<file path="src/rtl/mac_pkg.sv">
// ============================================================================
//  Module      : mac_pkg
//  Description : Shared MAC definitions: rounding-mode codes, default output
//                format widths and the packed output-word layout.
//  Revision    : 1.0
// ============================================================================
`default_nettype none

package mac_pkg;

    // Rounding-mode encodings carried on i_rnd_mode (2'b11 aliases RNE)
    localparam logic [1:0] RND_RNE   = 2'b00;
    localparam logic [1:0] RND_TRUNC = 2'b01;
    localparam logic [1:0] RND_HAFZ  = 2'b10;

    // Default output format: 1 sign + 6 exponent + 9 fraction = 16 bits
    localparam int DEF_EXP_W  = 6;
    localparam int DEF_FRAC_W = 9;

    typedef struct packed {
        logic                  sgn;
        logic [DEF_EXP_W-1:0]  exp;
        logic [DEF_FRAC_W-1:0] frac;
    } conv_word_t;

endpackage

`default_nettype wire

</file>
<file path="src/rtl/mac_norm_pack_if.sv">
// ============================================================================
//  Module      : mac_norm_pack_if
//  Description : Input beat / output beat channels of the normalise-round-pack
//                stage. The slave modport is the stage's view, master the
//                producer/consumer view.
//  Revision    : 1.0
// ============================================================================
`default_nettype none

interface mac_norm_pack_if
    import mac_pkg::*;
#(
    parameter int EXP_W  = DEF_EXP_W,
    parameter int FRAC_W = DEF_FRAC_W,
    parameter int SUM_W  = 13,
    parameter int ADJ_W  = 5,
    parameter int TAG_W  = 5
);
    // Input channel
    logic                    i_valid;
    logic                    o_in_ready;
    logic [EXP_W-1:0]        i_max_exp;
    logic [ADJ_W-1:0]        i_exp_adj;
    logic [SUM_W-1:0]        i_norm_sum;
    logic                    i_sgn;
    logic [1:0]              i_rnd_mode;
    logic                    i_relu;
    logic [TAG_W-1:0]        i_tag;

    // Output channel
    logic                    o_valid;
    logic                    i_ready;
    logic [EXP_W+FRAC_W:0]   o_conv;
    logic [TAG_W-1:0]        o_tag;
    logic                    o_ovf;
    logic                    o_udf;

    modport slave (
        input  i_valid, i_max_exp, i_exp_adj, i_norm_sum, i_sgn,
               i_rnd_mode, i_relu, i_tag, i_ready,
        output o_in_ready, o_valid, o_conv, o_tag, o_ovf, o_udf
    );

    modport master (
        output i_valid, i_max_exp, i_exp_adj, i_norm_sum, i_sgn,
               i_rnd_mode, i_relu, i_tag, i_ready,
        input  o_in_ready, o_valid, o_conv, o_tag, o_ovf, o_udf
    );

endinterface

`default_nettype wire

</file>
<file path="src/rtl/fp_round_sat.sv">
// ============================================================================
//  Module      : fp_round_sat
//  Description : Combinational first-stage logic: extracts fraction/guard/
//                sticky from the normalised magnitude, rounds, adjusts the
//                exponent and raises overflow/underflow/zero indications.
//  Revision    : 1.0
// ============================================================================
`default_nettype none

module fp_round_sat
    import mac_pkg::*;
#(
    parameter int EXP_W  = DEF_EXP_W,
    parameter int FRAC_W = DEF_FRAC_W,
    parameter int SUM_W  = 13,
    parameter int ADJ_W  = 5
)(
    input  wire logic [EXP_W-1:0]  i_max_exp,
    input  wire logic [ADJ_W-1:0]  i_exp_adj,
    input  wire logic [SUM_W-1:0]  i_norm_sum,
    input  wire logic [1:0]        i_rnd_mode,
    output logic      [FRAC_W-1:0] o_frac,
    output logic      [EXP_W-1:0]  o_exp,
    output logic                   o_ovf,
    output logic                   o_udf,
    output logic                   o_zero
);
    // Guard bit position and the sticky field below it (may be empty)
    localparam int               GB     = SUM_W - 2 - FRAC_W;
    localparam int               EW     = EXP_W + 2;
    localparam logic [SUM_W-1:0] S_MASK = {SUM_W{1'b1}} >> (SUM_W - GB);

    logic [FRAC_W-1:0] w_frac;
    logic              w_g;
    logic              w_s;
    logic              w_up;
    logic              w_carry;
    logic [EW-1:0]     w_e;
    logic [EW-1:0]     w_e_rnd;

    // Round the fraction and derive the final biased exponent and flags
    always_comb begin
        w_frac = i_norm_sum[SUM_W-2 -: FRAC_W];
        w_g    = i_norm_sum[GB];
        w_s    = |(i_norm_sum & S_MASK);

        case (i_rnd_mode)
            RND_TRUNC: w_up = 1'b0;
            RND_HAFZ:  w_up = w_g;
            default:   w_up = w_g & (w_s | w_frac[0]);
        endcase

        // An all-ones fraction that rounds up wraps to zero and bumps e
        w_carry = w_up & (&w_frac);
        o_frac  = w_frac + FRAC_W'(w_up);

        // Two's-complement sum at EXP_W+2 bits keeps sign and overflow room
        w_e     = {2'b00, i_max_exp} + {{(EW-ADJ_W){i_exp_adj[ADJ_W-1]}}, i_exp_adj};
        w_e_rnd = w_e + {{(EW-1){1'b0}}, w_carry};
        o_exp   = w_e_rnd[EXP_W-1:0];

        o_zero  = ~|i_norm_sum;
        o_udf   = ~o_zero & (w_e_rnd[EW-1] | (w_e_rnd == '0));
        o_ovf   = ~o_zero & ~w_e_rnd[EW-1] & w_e_rnd[EXP_W];
    end

endmodule

`default_nettype wire

</file>
<file path="src/rtl/mac_norm_pack.sv">
// ============================================================================
//  Module      : mac_norm_pack
//  Description : Two-stage normalise/round/pack pipeline with valid/ready
//                flow control, tag sideband, saturation/flush, optional ReLU
//                and saturating overflow/underflow event counters.
//  Revision    : 1.0
// ============================================================================
`default_nettype none

module mac_norm_pack
    import mac_pkg::*;
#(
    parameter int EXP_W  = DEF_EXP_W,
    parameter int FRAC_W = DEF_FRAC_W,
    parameter int SUM_W  = 13,
    parameter int ADJ_W  = 5,
    parameter int TAG_W  = 5,
    parameter int CNT_W  = 16
)(
    input  wire logic             i_clk,
    input  wire logic             i_rst_n,
    mac_norm_pack_if.slave        bus,
    input  wire logic             i_clr_stats,
    output logic      [CNT_W-1:0] o_ovf_cnt,
    output logic      [CNT_W-1:0] o_udf_cnt
);
    localparam int OUT_W = 1 + EXP_W + FRAC_W;

    // Stage-1 outputs of the rounding logic
    logic [FRAC_W-1:0] w_frac;
    logic [EXP_W-1:0]  w_exp;
    logic              w_ovf;
    logic              w_udf;
    logic              w_zero;

    // Stage-1 register
    logic              s1_valid_q;
    logic [FRAC_W-1:0] s1_frac_q;
    logic [EXP_W-1:0]  s1_exp_q;
    logic              s1_ovf_q;
    logic              s1_udf_q;
    logic              s1_zero_q;
    logic              s1_sgn_q;
    logic              s1_relu_q;
    logic [TAG_W-1:0]  s1_tag_q;

    // Stage-2 (output) register and its next state
    logic              s2_valid_q;
    logic [OUT_W-1:0]  conv_q;
    logic [OUT_W-1:0]  conv_d;
    logic [TAG_W-1:0]  tag_q;
    logic              ovf_q;
    logic              udf_q;

    logic [CNT_W-1:0]  ovf_cnt_q;
    logic [CNT_W-1:0]  ovf_cnt_d;
    logic [CNT_W-1:0]  udf_cnt_q;
    logic [CNT_W-1:0]  udf_cnt_d;

    logic              w_s2_adv;
    logic              w_s1_adv;
    logic              w_s2_load;

    fp_round_sat #(
        .EXP_W  (EXP_W),
        .FRAC_W (FRAC_W),
        .SUM_W  (SUM_W),
        .ADJ_W  (ADJ_W)
    ) u_round (
        .i_max_exp  (bus.i_max_exp),
        .i_exp_adj  (bus.i_exp_adj),
        .i_norm_sum (bus.i_norm_sum),
        .i_rnd_mode (bus.i_rnd_mode),
        .o_frac     (w_frac),
        .o_exp      (w_exp),
        .o_ovf      (w_ovf),
        .o_udf      (w_udf),
        .o_zero     (w_zero)
    );

    // A stage moves when it is empty or its successor moves
    assign w_s2_adv  = ~s2_valid_q | bus.i_ready;
    assign w_s1_adv  = ~s1_valid_q | w_s2_adv;
    assign w_s2_load = w_s2_adv & s1_valid_q;

    assign bus.o_in_ready = w_s1_adv;
    assign bus.o_valid    = s2_valid_q;
    assign bus.o_conv     = conv_q;
    assign bus.o_tag      = tag_q;
    assign bus.o_ovf      = ovf_q;
    assign bus.o_udf      = udf_q;
    assign o_ovf_cnt      = ovf_cnt_q;
    assign o_udf_cnt      = udf_cnt_q;

    // Capture rounded fields and per-beat controls on input transfer
    always_ff @(posedge i_clk or negedge i_rst_n) begin
        if (!i_rst_n) begin
            s1_valid_q <= 1'b0;
            s1_frac_q  <= '0;
            s1_exp_q   <= '0;
            s1_ovf_q   <= 1'b0;
            s1_udf_q   <= 1'b0;
            s1_zero_q  <= 1'b0;
            s1_sgn_q   <= 1'b0;
            s1_relu_q  <= 1'b0;
            s1_tag_q   <= '0;
        end else if (w_s1_adv) begin
            s1_valid_q <= bus.i_valid;
            if (bus.i_valid) begin
                s1_frac_q <= w_frac;
                s1_exp_q  <= w_exp;
                s1_ovf_q  <= w_ovf;
                s1_udf_q  <= w_udf;
                s1_zero_q <= w_zero;
                s1_sgn_q  <= bus.i_sgn;
                s1_relu_q <= bus.i_relu;
                s1_tag_q  <= bus.i_tag;
            end
        end
    end

    // Saturate / flush / ReLU and pack; flags describe the pre-ReLU value
    always_comb begin
        if (s1_zero_q || s1_udf_q) begin
            conv_d = '0;
        end else if (s1_ovf_q) begin
            conv_d = {s1_sgn_q, {EXP_W{1'b1}}, {FRAC_W{1'b1}}};
        end else begin
            conv_d = {s1_sgn_q, s1_exp_q, s1_frac_q};
        end
        if (s1_relu_q && s1_sgn_q) begin
            conv_d = '0;
        end
    end

    // Output register holds while stalled, loads when stage 2 advances
    always_ff @(posedge i_clk or negedge i_rst_n) begin
        if (!i_rst_n) begin
            s2_valid_q <= 1'b0;
            conv_q     <= '0;
            tag_q      <= '0;
            ovf_q      <= 1'b0;
            udf_q      <= 1'b0;
        end else if (w_s2_adv) begin
            s2_valid_q <= s1_valid_q;
            if (s1_valid_q) begin
                conv_q <= conv_d;
                tag_q  <= s1_tag_q;
                ovf_q  <= s1_ovf_q;
                udf_q  <= s1_udf_q;
            end
        end
    end

    // Saturating event counters; a same-cycle clear wins over an increment
    always_comb begin
        ovf_cnt_d = ovf_cnt_q;
        udf_cnt_d = udf_cnt_q;
        if (i_clr_stats) begin
            ovf_cnt_d = '0;
            udf_cnt_d = '0;
        end else begin
            if (w_s2_load && s1_ovf_q && !(&ovf_cnt_q)) begin
                ovf_cnt_d = ovf_cnt_q + CNT_W'(1);
            end
            if (w_s2_load && s1_udf_q && !(&udf_cnt_q)) begin
                udf_cnt_d = udf_cnt_q + CNT_W'(1);
            end
        end
    end

    // Counter registers
    always_ff @(posedge i_clk or negedge i_rst_n) begin
        if (!i_rst_n) begin
            ovf_cnt_q <= '0;
            udf_cnt_q <= '0;
        end else begin
            ovf_cnt_q <= ovf_cnt_d;
            udf_cnt_q <= udf_cnt_d;
        end
    end

endmodule

`default_nettype wire

</file>
<file path="src/flat_wrapper.sv">
// flat-port wrapper written by rule: the top's interface ports become plain ports
module mac_norm_pack_flat import mac_pkg::*;
#(
    parameter int EXP_W  = DEF_EXP_W,
    parameter int FRAC_W = DEF_FRAC_W,
    parameter int SUM_W  = 13,
    parameter int ADJ_W  = 5,
    parameter int TAG_W  = 5,
    parameter int CNT_W  = 16
)
  (i_clk, i_rst_n, i_clr_stats, o_ovf_cnt, o_udf_cnt, bus_i_valid, bus_i_max_exp, bus_i_exp_adj, bus_i_norm_sum, bus_i_sgn, bus_i_rnd_mode, bus_i_relu, bus_i_tag, bus_i_ready, bus_o_in_ready, bus_o_valid, bus_o_conv, bus_o_tag, bus_o_ovf, bus_o_udf);
  mac_norm_pack_if #(.EXP_W(EXP_W), .FRAC_W(FRAC_W), .SUM_W(SUM_W), .ADJ_W(ADJ_W), .TAG_W(TAG_W)) bus_i ();
  input  wire logic i_clk;
  input  wire logic i_rst_n;
  input  wire logic i_clr_stats;
  output logic      [CNT_W-1:0] o_ovf_cnt;
  output logic      [CNT_W-1:0] o_udf_cnt;
  input wire logic [$bits(bus_i.i_valid)-1:0] bus_i_valid;
  input wire logic [$bits(bus_i.i_max_exp)-1:0] bus_i_max_exp;
  input wire logic [$bits(bus_i.i_exp_adj)-1:0] bus_i_exp_adj;
  input wire logic [$bits(bus_i.i_norm_sum)-1:0] bus_i_norm_sum;
  input wire logic [$bits(bus_i.i_sgn)-1:0] bus_i_sgn;
  input wire logic [$bits(bus_i.i_rnd_mode)-1:0] bus_i_rnd_mode;
  input wire logic [$bits(bus_i.i_relu)-1:0] bus_i_relu;
  input wire logic [$bits(bus_i.i_tag)-1:0] bus_i_tag;
  input wire logic [$bits(bus_i.i_ready)-1:0] bus_i_ready;
  output wire logic [$bits(bus_i.o_in_ready)-1:0] bus_o_in_ready;
  output wire logic [$bits(bus_i.o_valid)-1:0] bus_o_valid;
  output wire logic [$bits(bus_i.o_conv)-1:0] bus_o_conv;
  output wire logic [$bits(bus_i.o_tag)-1:0] bus_o_tag;
  output wire logic [$bits(bus_i.o_ovf)-1:0] bus_o_ovf;
  output wire logic [$bits(bus_i.o_udf)-1:0] bus_o_udf;
  assign bus_i.i_valid = bus_i_valid;
  assign bus_i.i_max_exp = bus_i_max_exp;
  assign bus_i.i_exp_adj = bus_i_exp_adj;
  assign bus_i.i_norm_sum = bus_i_norm_sum;
  assign bus_i.i_sgn = bus_i_sgn;
  assign bus_i.i_rnd_mode = bus_i_rnd_mode;
  assign bus_i.i_relu = bus_i_relu;
  assign bus_i.i_tag = bus_i_tag;
  assign bus_i.i_ready = bus_i_ready;
  assign bus_o_in_ready = bus_i.o_in_ready;
  assign bus_o_valid = bus_i.o_valid;
  assign bus_o_conv = bus_i.o_conv;
  assign bus_o_tag = bus_i.o_tag;
  assign bus_o_ovf = bus_i.o_ovf;
  assign bus_o_udf = bus_i.o_udf;
  mac_norm_pack #(.EXP_W(EXP_W), .FRAC_W(FRAC_W), .SUM_W(SUM_W), .ADJ_W(ADJ_W), .TAG_W(TAG_W), .CNT_W(CNT_W)) u_core (.i_clk(i_clk), .i_rst_n(i_rst_n), .bus(bus_i), .i_clr_stats(i_clr_stats), .o_ovf_cnt(o_ovf_cnt), .o_udf_cnt(o_udf_cnt));
endmodule
</file>
<file path="config.mk">
export PLATFORM = sky130hd
export DESIGN_NAME = mac_norm_pack_flat
export DESIGN_NICKNAME = d
export VERILOG_FILES = /design/src/rtl/mac_pkg.sv /design/src/rtl/mac_norm_pack_if.sv /design/src/rtl/fp_round_sat.sv /design/src/rtl/mac_norm_pack.sv /design/src/flat_wrapper.sv
export SDC_FILE = /design/constraint.sdc
export NUM_CORES = 1
export LEC_CHECK = 0
export CAP_MARGIN = 20
export CORE_AREA = 2 2 96 98
export DETAILED_ROUTE_END_ITERATION = 12
export DIE_AREA = 0 0 98 100
export GPL_TIMING_DRIVEN = 0
export PLACE_DENSITY = 0.79
export SKIP_LAST_GASP = 1
export SLEW_MARGIN = 20
export SYNTH_ARGS = -nofsm -noshare
export SYNTH_HDL_FRONTEND = slang
export SYNTH_SLANG_ARGS = --single-unit
</file>
<file path="constraint.sdc">
create_clock -name i_clk -period 3 [get_ports i_clk]
set_input_delay 0.6 -clock i_clk [delete_from_list [all_inputs] [get_ports i_clk]]
set_output_delay 0.6 -clock i_clk [all_outputs]
set_load 0.02 [all_outputs]
</file>
## Word level (Yosys, flattened, before mapping)

Cells that the tools add are included.

- Register bits: 82
- Input bits: 38
- Output and inout port bits: 57
- Word-level logic and storage cells: 63

- $add $sub $neg: 5
- Equal/unequal tests: 2
- Multiplexer cells: 8
- Bitwise gates (word level): 13
- Reductions and logical operators: 19

Operators with widths:

| operator | count |
|---|---|
| 2-to-1 mux 16 bit | 6 |
| adder 16 x 1 -> 16 bit, second input constant | 2 |
| AND reduction 16 bit | 2 |
| 2-to-1 mux 15 bit | 1 |
| OR reduction 13 bit | 1 |
| adder 9 x 1 -> 9 bit | 1 |
| AND reduction 9 bit | 1 |
| adder 7 x 5 -> 8 bit | 1 |
| adder 8 x 1 -> 8 bit | 1 |
| logical NOT 8 bit | 1 |
| AND 1 bit | 6 |
| logical AND 1 bit | 5 |
| OR 1 bit | 4 |
| AND reduction 2 bit | 2 |
| nonzero test 2 bit | 2 |
| logical NOT 1 bit | 3 |
| inverter 1 bit | 3 |
| equality test 2 x 1 -> 1 bit, second input constant | 1 |
| equality test 2 bit, second input constant | 1 |
| case mux 1 bit (2 select lines) | 1 |
| OR reduction 2 bit | 1 |
| logical OR 1 bit | 1 |

## Longest topological paths before layout

- Depth after elaboration: 9
- Gate-level depth with buffers: 12
- Depth with buffers taken out: 12

## Modules after synthesis

A second synthesis with hierarchy kept.

- Cell total of the unflattened synthesis: 431
- Area, all modules: 4410.5 sq um

Modules (own cells, without submodules):

| module | times used | cells each | area an instance (sq um) | seq. area each (sq um) |
|---|---|---|---|---|
| mac_norm_pack | 1 | 350 | 3809.9 | 2052.0 |
| fp_round_sat | 1 | 81 | 600.6 | 0.0 |

## Worst setup path before layout

OpenSTA, ideal clock, no wires.

- Path kind: input -> register
- From: input bus_i_rnd_mode[0]
- To: register u_core.s1_ovf_q
- Library setup time: 0.121 ns
- Arrival: 3.278 ns
- Data required time: 2.879 ns
- Setup slack: -0.399 ns
- Stages: 10
- Path buffers: 0
- Cells stage by stage: inv_1 > ha_1 > o211a_1 > and2_1 > fa_1 > fa_1 > a211oi_2 > nor4_1 > or4_4 > a32o_2

- Longest elaborated chain between the ends: 7
- Elaborated cells between the ends (all ways): 8
- Classes of those cells: 1 x add/sub; 2 x eq/ne; 1 x mux; 4 x bitwise

RTL lines:

| element | line | text |
|---|---|---|
| start, declared | flat_wrapper.sv:23 | `input wire logic [$bits(bus_i.i_rnd_mode)-1:0] bus_i_rnd_mode;` |
| equality test 2 bit or equality test 2 x 1 -> 1 bit (tied branches) | fp_round_sat.sv:47 | `case (i_rnd_mode)` |
| case mux 1 bit (2 select lines) * | fp_round_sat.sv:47 |  |
| AND 1 bit * | fp_round_sat.sv:54 | `w_carry = w_up & (&w_frac);` |
| adder 8 x 1 -> 8 bit * | fp_round_sat.sv:59 | `w_e_rnd = w_e + {{(EW-1){1'b0}}, w_carry};` |
| inverter 1 bit | fp_round_sat.sv:64 | `o_ovf = ~o_zero & ~w_e_rnd[EW-1] & w_e_rnd[EXP_W];` |
| AND 1 bit | fp_round_sat.sv:64 |  |
| AND 1 bit * | fp_round_sat.sv:64 |  |
| end signal, assigned | mac_norm_pack.sv:112 | `s1_ovf_q <= w_ovf;` |
| end, declared | mac_norm_pack.sv:40 | `logic s1_ovf_q;` |

Every way passes the cells marked *; elsewhere a longest branch is shown, timed or not.
A chain may end at the register's enable or synchronous reset.

## Worst setup path in the final report

Ends and elaborated chain as after synthesis.

==> impl_metrics.py <==
metrics = {
    "synth": {
        "syn_area_per_cell_um2": 9.64,
        "yosys.area_share.simple_pct": 24.6,
        "synth_flop_cell": "dfrtp_1",
        "ys_seq_area_share_pct": 47.5,
        "synth_xor_area_share_pct": 7.51,
        "post-synth-top-area-cell": "dfrtp_1",
        "synthMuxAreaShare_pct": 2.06,
        "synth-compound-area-share_pct": 11.7,
        "synth_top_family_by_area": "simple AND/OR/NAND/NOR gates",
        "synthCells": 448,
        "synth_cell_type_count": 56,
        "yosysMostFrequentCell": "dfrtp_1",
        "synth_common_cells": "82 x dfrtp_1, 75 x nand2_1, 63 x nor2_1",
        "syn_area_mm2": 0.00432,
        "synth_nets": 499,
        "ys_top_cells_by_area": "dfrtp_1 48%, xnor2_1 6.9%, nand2_1 6.5%",
        "async_flop_share_pct": 100,
        "synth_top_area_share_pct": 47.5,
        "synthAdderAreaFrac_pct": 4.12,
        "synth_seq_cells": 82,
        "yosysWarningCount": 0,
        "synth-edff-count": 0,
    },
    "clock_tree": {
        "ctsHoldBuffers": 0,
        "clk_pin_slew_ns": 0.09,
        "clockBufferDepth": 2,
        "cts-buffers-inserted": 9,
        "clkSinkCount": 82,
        "root_buffer": "clkbuf_8",
        "htree_num_levels": 3,
        "clk-insertion-delay-late_ns": 0.35,
        "cts_tree": "yes",
    },
    "floorplan": {
        "die_x_um": 98,
        "die-area_mm2": 0.00980,
        "initial_utilization_pct": 48.6,
        "core_mm2": 0.00889,
        "die_h_um": 100,
        "ios": 95,
        "placementRows": 35,
    },
    "critical_path": {
        "worst-setup-path-type": "primary input to register",
        "cp.required_ns": 3.23,
        "critical_path.max_stage_delay_ns": 0.51,
        "path_delay_family": "adder cells",
        "crit_slowest_cell": "or4_4",
        "critPathArrivalTime_ns": 3.20,
        "worst-path-max-fanout": 2,
        "endpoint_kind": "register",
        "startpoint_type": "primary input",
        "path_cells": "buf_8, inv_6, ha_4, o211a_1, and2_4, fa_2, fa_2, a211oi_4, nor4_2, or4_4, a32o_2",
        "critPathBufInv": 2,
        "cp_common_cell": "fa_2",
    },
    "drt": {
        "dr.pass1.iters": 4,
        "num_vias": 3665,
        "drt-wirelength-per-cell_um": 14.2,
        "drc": 0,
        "vias_per_cell": 5.45,
        "drtIter0Drc": 89,
        "wirelength_mm": 9.57,
        "ant_nets": 0,
    },
    "placed_design": {
        "placed_cells": 653,
        "hpwl_mm": 7.23,
        "numPortBuffers": 93,
        "place_congestion": 0.824,
    },
    "final_layout": {
        "num_antenna_cells": 0,
        "stdcell_count": 673,
        "area_delta_synth_final_pct": 31.7,
        "fin_nets": 608,
        "layout-drive-gt1-share_pct": 12.3,
        "fillCellCount": 735,
    },
    "sta": {
        "slew_viol_final": 0,
        "whs_ns": 0.185,
        "relSlewSlack_pct": 47.5,
        "hold_viol": 0,
        "fmaxAchievable_ghz": 0.337,
        "setup_viol": 0,
        "fin_skew_ns": 0.0142,
        "grt_setup_unrepaired": "yes",
        "worstMarginPinSlew_ns": 0.781,
        "min_period_ns": 2.97,
        "post-route-period-util_pct": 99.0,
    },
    "pwr": {
        "ir_worst_vdd_v": 0.000208,
        "p_leak_nw": 2.31,
        "p_per_area_mw_per_mm2": 496,
    },
    "outcome": {
        "status": "complete, no violations",
    },
    "grt": {
        "grt.total_usage_pct": 20.2,
        "overflow": 0,
        "grt_pass1_vias": 3591,
        "grt_pass1_wl_mm": 16.4,
        "antenna_found_initial": 0,
        "grt_max_degree": 51,
    },
    "min_path": {
        "worstHoldPathType": "primary input to asynchronous set/reset pin",
    },
    "flow_run": {
        "cap_violations": 0,
    },
}
## cell usage in the layout, fill, tap and decap left out, types with 3 or more instances in the layout
| master | instances |
|---|---|
| dfrtp_1 | 82 |
| clkbuf_8 | 9 |
| nor3_1 | 6 |
| a2111oi_4 | 3 |
| nand4_1 | 8 |
| dlygate4sd2_1 | 4 |
| clkbuf_2 | 4 |
| o21ai_0 | 30 |
| clkbuf_1 | 13 |
| nand3b_1 | 3 |
| a21oi_1 | 6 |
| buf_4 | 6 |
| and2_1 | 4 |
| and4_1 | 4 |
| nand3_1 | 16 |
| and3_1 | 3 |
| xnor2_1 | 34 |
| mux2_2 | 7 |
| clkdlybuf4s50_1 | 79 |
| inv_1 | 7 |
| a211oi_1 | 9 |
| nand3_2 | 3 |
| xor2_1 | 3 |
| nand2_1 | 75 |
| buf_2 | 5 |
| ha_1 | 10 |
| nor4_1 | 10 |
| nand2b_1 | 4 |
| nor2_1 | 63 |
## worst paths after layout
| path | start | to | slack (ns) | cells past startpoint |
|---|---|---|---|---|
| setup / recovery | bus_i_rnd_mode[0] | u_core.s1_ovf_q$_DFFE_PN0P_ | 0.03 | 11 |
| hold / removal | i_rst_n | u_core.o_udf_cnt[13]$_DFFE_PN0P_ | 0.19 | 1 |
| setup reg to reg | u_core.o_ovf_cnt[12]$_DFFE_PN0P_ | u_core.o_ovf_cnt[9]$_DFFE_PN0P_ | 1.08 | 5 |
| hold reg to reg | u_core.s1_tag_q[4]$_DFFE_PN0P_ | u_core.s1_tag_q[4]$_DFFE_PN0P_ | 0.47 | 2 |
| max in group asynchronous | i_rst_n | u_core.s1_udf_q$_DFFE_PN0P_ | 2.22 | 2 |
| min in group i_clk | u_core.s1_tag_q[4]$_DFFE_PN0P_ | u_core.s1_tag_q[4]$_DFFE_PN0P_ | 0.47 | 2 |
## cell type report
class,count,area (µm²),share of cell area [%]
tap,111,139,2.44
multi-input combinational,341,2210,38.8
inverter,8,35.0,0.616
timing repair buffer,98,953,16.8
sequential,82,2050,36.1
clock buffer,9,124,2.18
buffer,17,77.6,1.36
clock inverter,7,100,1.76
## flip-flops by register name, indices dropped and copies added, names as in the netlist, 5 cells and up
| signal | cells |
|---|---|
| u_core.bus.o_conv | 16 |
| u_core.bus.o_tag | 5 |
| u_core.o_ovf_cnt | 16 |
| u_core.o_udf_cnt | 16 |
| u_core.s1_exp_q | 6 |
| u_core.s1_frac_q | 9 |
| u_core.s1_tag_q | 5 |
## through the flow
step	setup WS [ns]	total power [W]	util [%]	area, µm²	setup TNS (ns)
2_1_floorplan	-0.148	0.00165	-	4340	-0.249
3_3_place_gp	-1.48	0.00193	60.9	5410	-123.30
3_5_place_dp	-0.889	0.00196	61.2	5440	-2.66
4_1_cts	0.00385	0.00285	64.2	5710	0
5_1_grt	-0.0572	0.00296	64.0	5690	-0.0866
6_report	0.0297	0.00282	64.0	5690	0
## kinds of logic after synthesis
kind of cell               count (synthesis)
adders and majority gates                 13
muxes                                      8
DFF                                       82
and+or+nand+nor                          217
buffers and inverters                     25
xor gates and xnor gates                  37
AOI/OAI and AO/OA                         66
## where the power goes
group,internal (W),leakage (nW),total [W],switching [W]
registers,0.00123,1.07,0.00130,0.0000725
logic,0.000292,1.13,0.000634,0.000342
clock network,0.000476,0.108,0.000886,0.000411
## what timing repair did
action | 4_1_cts | 5_1_grt
gates cloned | 0 | 0
hold endpoints to repair | 0 | 0
pin swaps | 9 | 10
setup buffers | 4 | 0
resized for setup | 32 | 9
setup endpoints to repair | 3 | 2
## metal layers
metal  vias to the layer above  share of wire, %  global-route usage (%)
met5                         -                 0                       0
met4                         0              0.86                    5.98
met3                         8               5.4                    4.46
met2                        96                50                    35.6
met1                      1788                44                    25.1
li1                       1773                 -                       -
Note: power is estimated with default switching activity, not from simulation.
